**config.mk**
```make
export PLATFORM = sky130hd
export DESIGN_NAME = sw_debounce
export DESIGN_NICKNAME = d
export VERILOG_FILES = /design/src/rtl/sw_debounce.sv
export SDC_FILE = /design/constraint.sdc
export NUM_CORES = 1
export LEC_CHECK = 0
export CAP_MARGIN = 20
export CORE_AREA = 2 2 170 172
export CTS_BUF_LIST = sky130_fd_sc_hd__clkbuf_16
export CTS_CLUSTER_SIZE = 8
export DETAILED_ROUTE_END_ITERATION = 16
export DIE_AREA = 0 0 172 174
export GPL_TIMING_DRIVEN = 0
export PLACE_DENSITY = 0.87
export SYNTH_ARGS = -nofsm -noshare
export SYNTH_HDL_FRONTEND = slang
export SYNTH_SLANG_ARGS = --single-unit
```
**constraint.sdc**
```tcl
create_clock -name CLK100MHZ -period 1.9 [get_ports CLK100MHZ]
set_input_delay 0.38 -clock CLK100MHZ [delete_from_list [all_inputs] [get_ports CLK100MHZ]]
set_output_delay 0.38 -clock CLK100MHZ [all_outputs]
set_load 0.005 [all_outputs]
```
**src/rtl/sw_debounce.sv**
```systemverilog
// sw_debounce: two-flop synchroniser plus independent per-bit debounce for the
// slide switches that feed the 8-bit magnitude comparator. Produces clean
// operands (SW_DB), a one-cycle change strobe and a settled flag.
module sw_debounce #(
    parameter int WIDTH           = 16,
    parameter int DEBOUNCE_CYCLES = 1000000,
    parameter int CNT_W           = 20
) (
    input  logic             CLK100MHZ,
    input  logic             BTNC,
    input  logic [WIDTH-1:0] SW,
    output logic [WIDTH-1:0] SW_DB,
    output logic             CHANGED,
    output logic             STABLE
);

    // Terminal count: a differing level seen on this many edges is accepted.
    localparam logic [CNT_W-1:0] CNT_TERM = CNT_W'(DEBOUNCE_CYCLES - 1);

    logic [WIDTH-1:0] r_s1;
    logic [WIDTH-1:0] r_s2;
    logic [WIDTH-1:0] r_db;
    logic [CNT_W-1:0] r_cnt [WIDTH];
    logic             r_changed;
    logic             r_stable;

    logic [CNT_W-1:0] w_cnt_nxt [WIDTH];
    logic [WIDTH-1:0] w_db_nxt;
    logic [WIDTH-1:0] w_accept;

    // Next-state for each bit: clear on agreement, count on difference,
    // accept the synchronised level once the count reaches terminal.
    always_comb begin
        w_db_nxt = r_db;
        w_accept = '0;
        for (int i = 0; i < WIDTH; i++) begin
            w_cnt_nxt[i] = '0;
            if (r_s2[i] != r_db[i]) begin
                // >= rather than == so a corrupted counter still cannot wrap
                if (r_cnt[i] >= CNT_TERM) begin
                    w_db_nxt[i] = r_s2[i];
                    w_accept[i] = 1'b1;
                end else begin
                    w_cnt_nxt[i] = r_cnt[i] + CNT_W'(1);
                end
            end
        end
    end

    // Synchroniser, counters and registered outputs; reset discards any
    // pending change and takes priority over every update.
    always_ff @(posedge CLK100MHZ) begin
        if (BTNC) begin
            r_s1      <= '0;
            r_s2      <= '0;
            r_db      <= '0;
            r_changed <= 1'b0;
            r_stable  <= 1'b0;
            for (int i = 0; i < WIDTH; i++) begin
                r_cnt[i] <= '0;
            end
        end else begin
            r_s1      <= SW;
            r_s2      <= r_s1;
            r_db      <= w_db_nxt;
            r_changed <= |w_accept;
            r_stable  <= (r_s2 == r_db);
            for (int i = 0; i < WIDTH; i++) begin
                r_cnt[i] <= w_cnt_nxt[i];
            end
        end
    end

    assign SW_DB   = r_db;
    assign CHANGED = r_changed;
    assign STABLE  = r_stable;

endmodule

```
==> impl_metrics.env <==
export IMPL_status="finished, violations left"
export IMPL_violations="setup timing"
export IMPL_wire_per_inst_um=21.2
export IMPL_fin_crit_sh_pct=125
export IMPL_grt_overflow=0
export IMPL_core_area_mm2=0.0282
export IMPL_ys_types=56
export IMPL_postLayoutCoreUtil_pct=71.2
export IMPL_dp_cells=2203
export IMPL_grt_total_usage_pct=25.9
export IMPL_drc_errors=0
export IMPL_clkTransAtPathRegs_ns=0.06
export IMPL_final_area_mm2=0.0201
export IMPL_syn_inst=1785
export IMPL_place_hpwl_um=23100
export IMPL_peakVddDrop_uv=770
export IMPL_rr_worst_depth=6
export IMPL_io_pins=36
export IMPL_dr_pass1_iters=5
export IMPL_power_frac_seq_pct=47.7
export IMPL_synth_area_mm2=0.0156
export IMPL_async_reset_ff_share_pct=0
export IMPL_grt_pass1_vias=13500
export IMPL_synth_warnings=0
export IMPL_die_area_mm2=0.0299
export IMPL_rsz0062_at_grt="yes"
export IMPL_grt_max_degree=14
export IMPL_crit_path_end="CHANGED"
export IMPL_die_w_um=172
export IMPL_fin_skew_ns=0.0238
export IMPL_rows=62
export IMPL_port_buffers=34
export IMPL_p_switching_mw=3.63
export IMPL_fin_crit_ns=2.38
export IMPL_grt_pass1_wl_um=63700
export IMPL_synth_seq_cells=370
export IMPL_gp_congestion=0.886
export IMPL_initial_core_util_pct=55.1
export IMPL_diodes=0
export IMPL_slew_violations=0
export IMPL_switching_share_pct=22.1
export IMPL_r2r_slack_ns=-0.48
export IMPL_routed_wl_um=49300
export IMPL_worst_slew_pin_transition_ns=1.00
export IMPL_cts_made_buffers=52
export IMPL_cts_max_path_buffers=3
export IMPL_start_kind="flop"
export IMPL_finalSetupViolations=159
export IMPL_root_buffer="clkbuf_16"
export IMPL_cap_violations=0
export IMPL_insertion_delay_ns=0.58
export IMPL_setup_slack_ns=-0.476
export IMPL_cts_tree="built"
export IMPL_finalHoldViolations=0
export IMPL_cp_required_ns=2.27
export IMPL_viasPerCell=6.18
export IMPL_via_count=14400
export IMPL_slew_headroom_pct=33.2
export IMPL_ant_nets=0
export IMPL_path_max_fanout=3
export IMPL_p_leak_nw=6.37
export IMPL_hold_path_class="in2reg"
export IMPL_end_kind="flop"
export IMPL_dr_wl_met3_um=3850
export IMPL_fillers=1677
export IMPL_htree_num_levels=2
export IMPL_r2r_start="SW_DB[1]"
export IMPL_area_growth_pct=29.2
export IMPL_synth_nets=1819
export IMPL_critical_path_arrival_ns=2.75
export IMPL_internal_power_mw=12.8
export IMPL_clock_sinks=370
export IMPL_combPwrFrac_pct=2.2
export IMPL_synth_edf_count=0
export IMPL_chipHeight_um=174
export IMPL_crit_type="reg2reg"
export IMPL_synth_seq_area_share_pct=47.6
export IMPL_drt_iter0_drc=1484
export IMPL_ys_flop_type="dfxtp_1"
export IMPL_r2r_end="CHANGED"
export IMPL_critPathLaunch="SW_DB[1]"
export IMPL_placed_area_mm2=0.0164
export IMPL_fin_cells=2327
export IMPL_met1_length_um=17300
export IMPL_max_freq_mhz=421
export IMPL_drive_above_1_share_pct=22.3
export IMPL_dr_max_layer_used="met4"
export IMPL_antenna_found_initial=0
export IMPL_clkPwrFrac_pct=50.1
export IMPL_synth_avg_cell_area_um2=8.71
export IMPL_whs_ns=0.379
export IMPL_met2WireLength_um=24200
export IMPL_p_per_area_mw_per_mm2=819
export IMPL_final_nets=1975
## synthesized netlist by cell type (3+ instances only)
master / number / area, um^2
a2111oi_0: 5 / 43.8
a211oi_1: 8 / 60.1
a21oi_1: 19 / 95.1
a31o_2: 4 / 35.0
a31oi_1: 21 / 131
and2_1: 7 / 43.8
and3_1: 45 / 282
and4_1: 20 / 175
buf_2: 21 / 105
buf_6: 3 / 33.8
clkbuf_1: 14 / 52.6
dfxtp_1: 370 / 7410
ha_1: 16 / 200
inv_1: 44 / 165
mux2i_1: 12 / 120
nand2_1: 109 / 409
nand3_1: 108 / 541
nand4_1: 54 / 338
nor2_1: 431 / 1620
nor2b_1: 38 / 238
nor3_1: 38 / 190
nor4_1: 10 / 62.6
nor4b_1: 9 / 78.8
o211ai_1: 4 / 30.0
o21ai_0: 25 / 125
o31ai_1: 6 / 45.0
or2_2: 5 / 31.3
or3_1: 18 / 113
or4_1: 4 / 30.0
xnor2_1: 158 / 1380
xor2_1: 126 / 1100
## state kept, by name, summed over array words and instances, names as in the netlist
register and cells:
CHANGED 1, STABLE 1, SW_DB 16, r_cnt 320
r_s1 16, r_s2 16
## power groups by stage
stage | logic (mW) | registers (mW) | clock network [mW]
floorplan | 0.127 | 7.99 | 0
global placement | 0.217 | 8.00 | 0
detailed placement | 0.224 | 8.00 | 0
CTS | 0.266 | 7.85 | 8.06
global route | 0.366 | 7.84 | 8.49
finish | 0.355 | 7.85 | 8.25
## per-layer routing
layer / vias up / track usage, %
li1: 6293 / -
met5: - / 0
met2: 872 / 47.1
met4: 0 / 11.5
met3: 360 / 4.78
met1: 6859 / 29.0
## per-stage QoR
stage | total power [mW] | TNS, ns | worst slack [ns]
after floorplan | 8.12 | 0 | 0.00835
final | 16.4 | -18.12 | -0.476
after CTS | 16.2 | -1.46 | -0.133
after detailed placement | 8.22 | -54.60 | -0.787
after global placement | 8.21 | -39.11 | -0.799
after global routing | 16.7 | -27.52 | -0.474
## worst min-delay path by stage
stage                  from      endpoint  slack (ns)  cells after the start
4_1_cts              SW[13]      r_s1[13]        0.38                      2
5_1_grt               SW[8]       r_s1[8]        0.39                      2
3_5_place_dp       r_s1[10]      r_s2[10]        0.42                      1
2_1_floorplan  r_cnt[1][80]  r_cnt[1][80]        0.41                      1
3_3_place_gp        r_s1[7]       r_s2[7]        0.42                      1
6_report             SW[10]      r_s1[10]        0.38                      2
## area by class of cell
cell class | instances | area, um^2 | area share [%]
Timing Repair Buffer | 104 | 1030 | 5.11
Clock buffer | 53 | 1330 | 6.60
Tap cell | 384 | 480 | 2.39
Inverter | 44 | 165 | 0.822
Sequential cell | 370 | 7480 | 37.3
Clock inverter | 3 | 26.3 | 0.131
Buffer | 37 | 335 | 1.67
Multi-Input combinational cell | 1332 | 9250 | 46.0
## cells by family after synthesis
group                      Yosys count  share of synthesized area, %
and+or+nand+nor                    908                          27.3
DFF                                370                          47.6
muxes                               12                         0.772
adders and majority gates           16                          1.29
buffers and inverters               83                          2.32
AOI/OAI and AO/OA                  112                          4.74
xor gates and xnor gates           284                          16.0
## critical path, cell delays in order, from the launching register on
cell and delay (ns):
dfxtp_2 0.37, xnor2_2 0.29, nor3_1 0.14, a2111oi_4 0.52
o2111ai_2 0.33, nor4b_4 0.33, a41oi_2 0.20
## timing repair
action / CTS / global route
gates resized for setup: 170 / 292
setup buffers: 24 / 34
gates cloned: 4 / 10
pin swaps: 54 / 102
hold buffers: 0 / 0
endpoints found under the setup margin: 316 / 330
## placed cells by master (no fill, tap or decap), types with 37 or more instances in the layout
| cell | Yosys | routed |
|---|---|---|
| dfxtp_2 | 0 | 38 |
| nor2_1 | 431 | 337 |
| nand2_1 | 109 | 107 |
| xor2_1 | 126 | 126 |
| inv_1 | 44 | 44 |
| nand3_1 | 108 | 98 |
| dfxtp_1 | 370 | 324 |
| nor2_4 | 0 | 53 |
| xnor2_1 | 158 | 146 |
| buf_4 | 0 | 61 |
| nor2b_1 | 38 | 37 |
| nor2_2 | 0 | 41 |
| nand4_1 | 54 | 54 |
| clkbuf_16 | 0 | 59 |
| and3_1 | 45 | 41 |
Power figures use the tool's default switching activity.
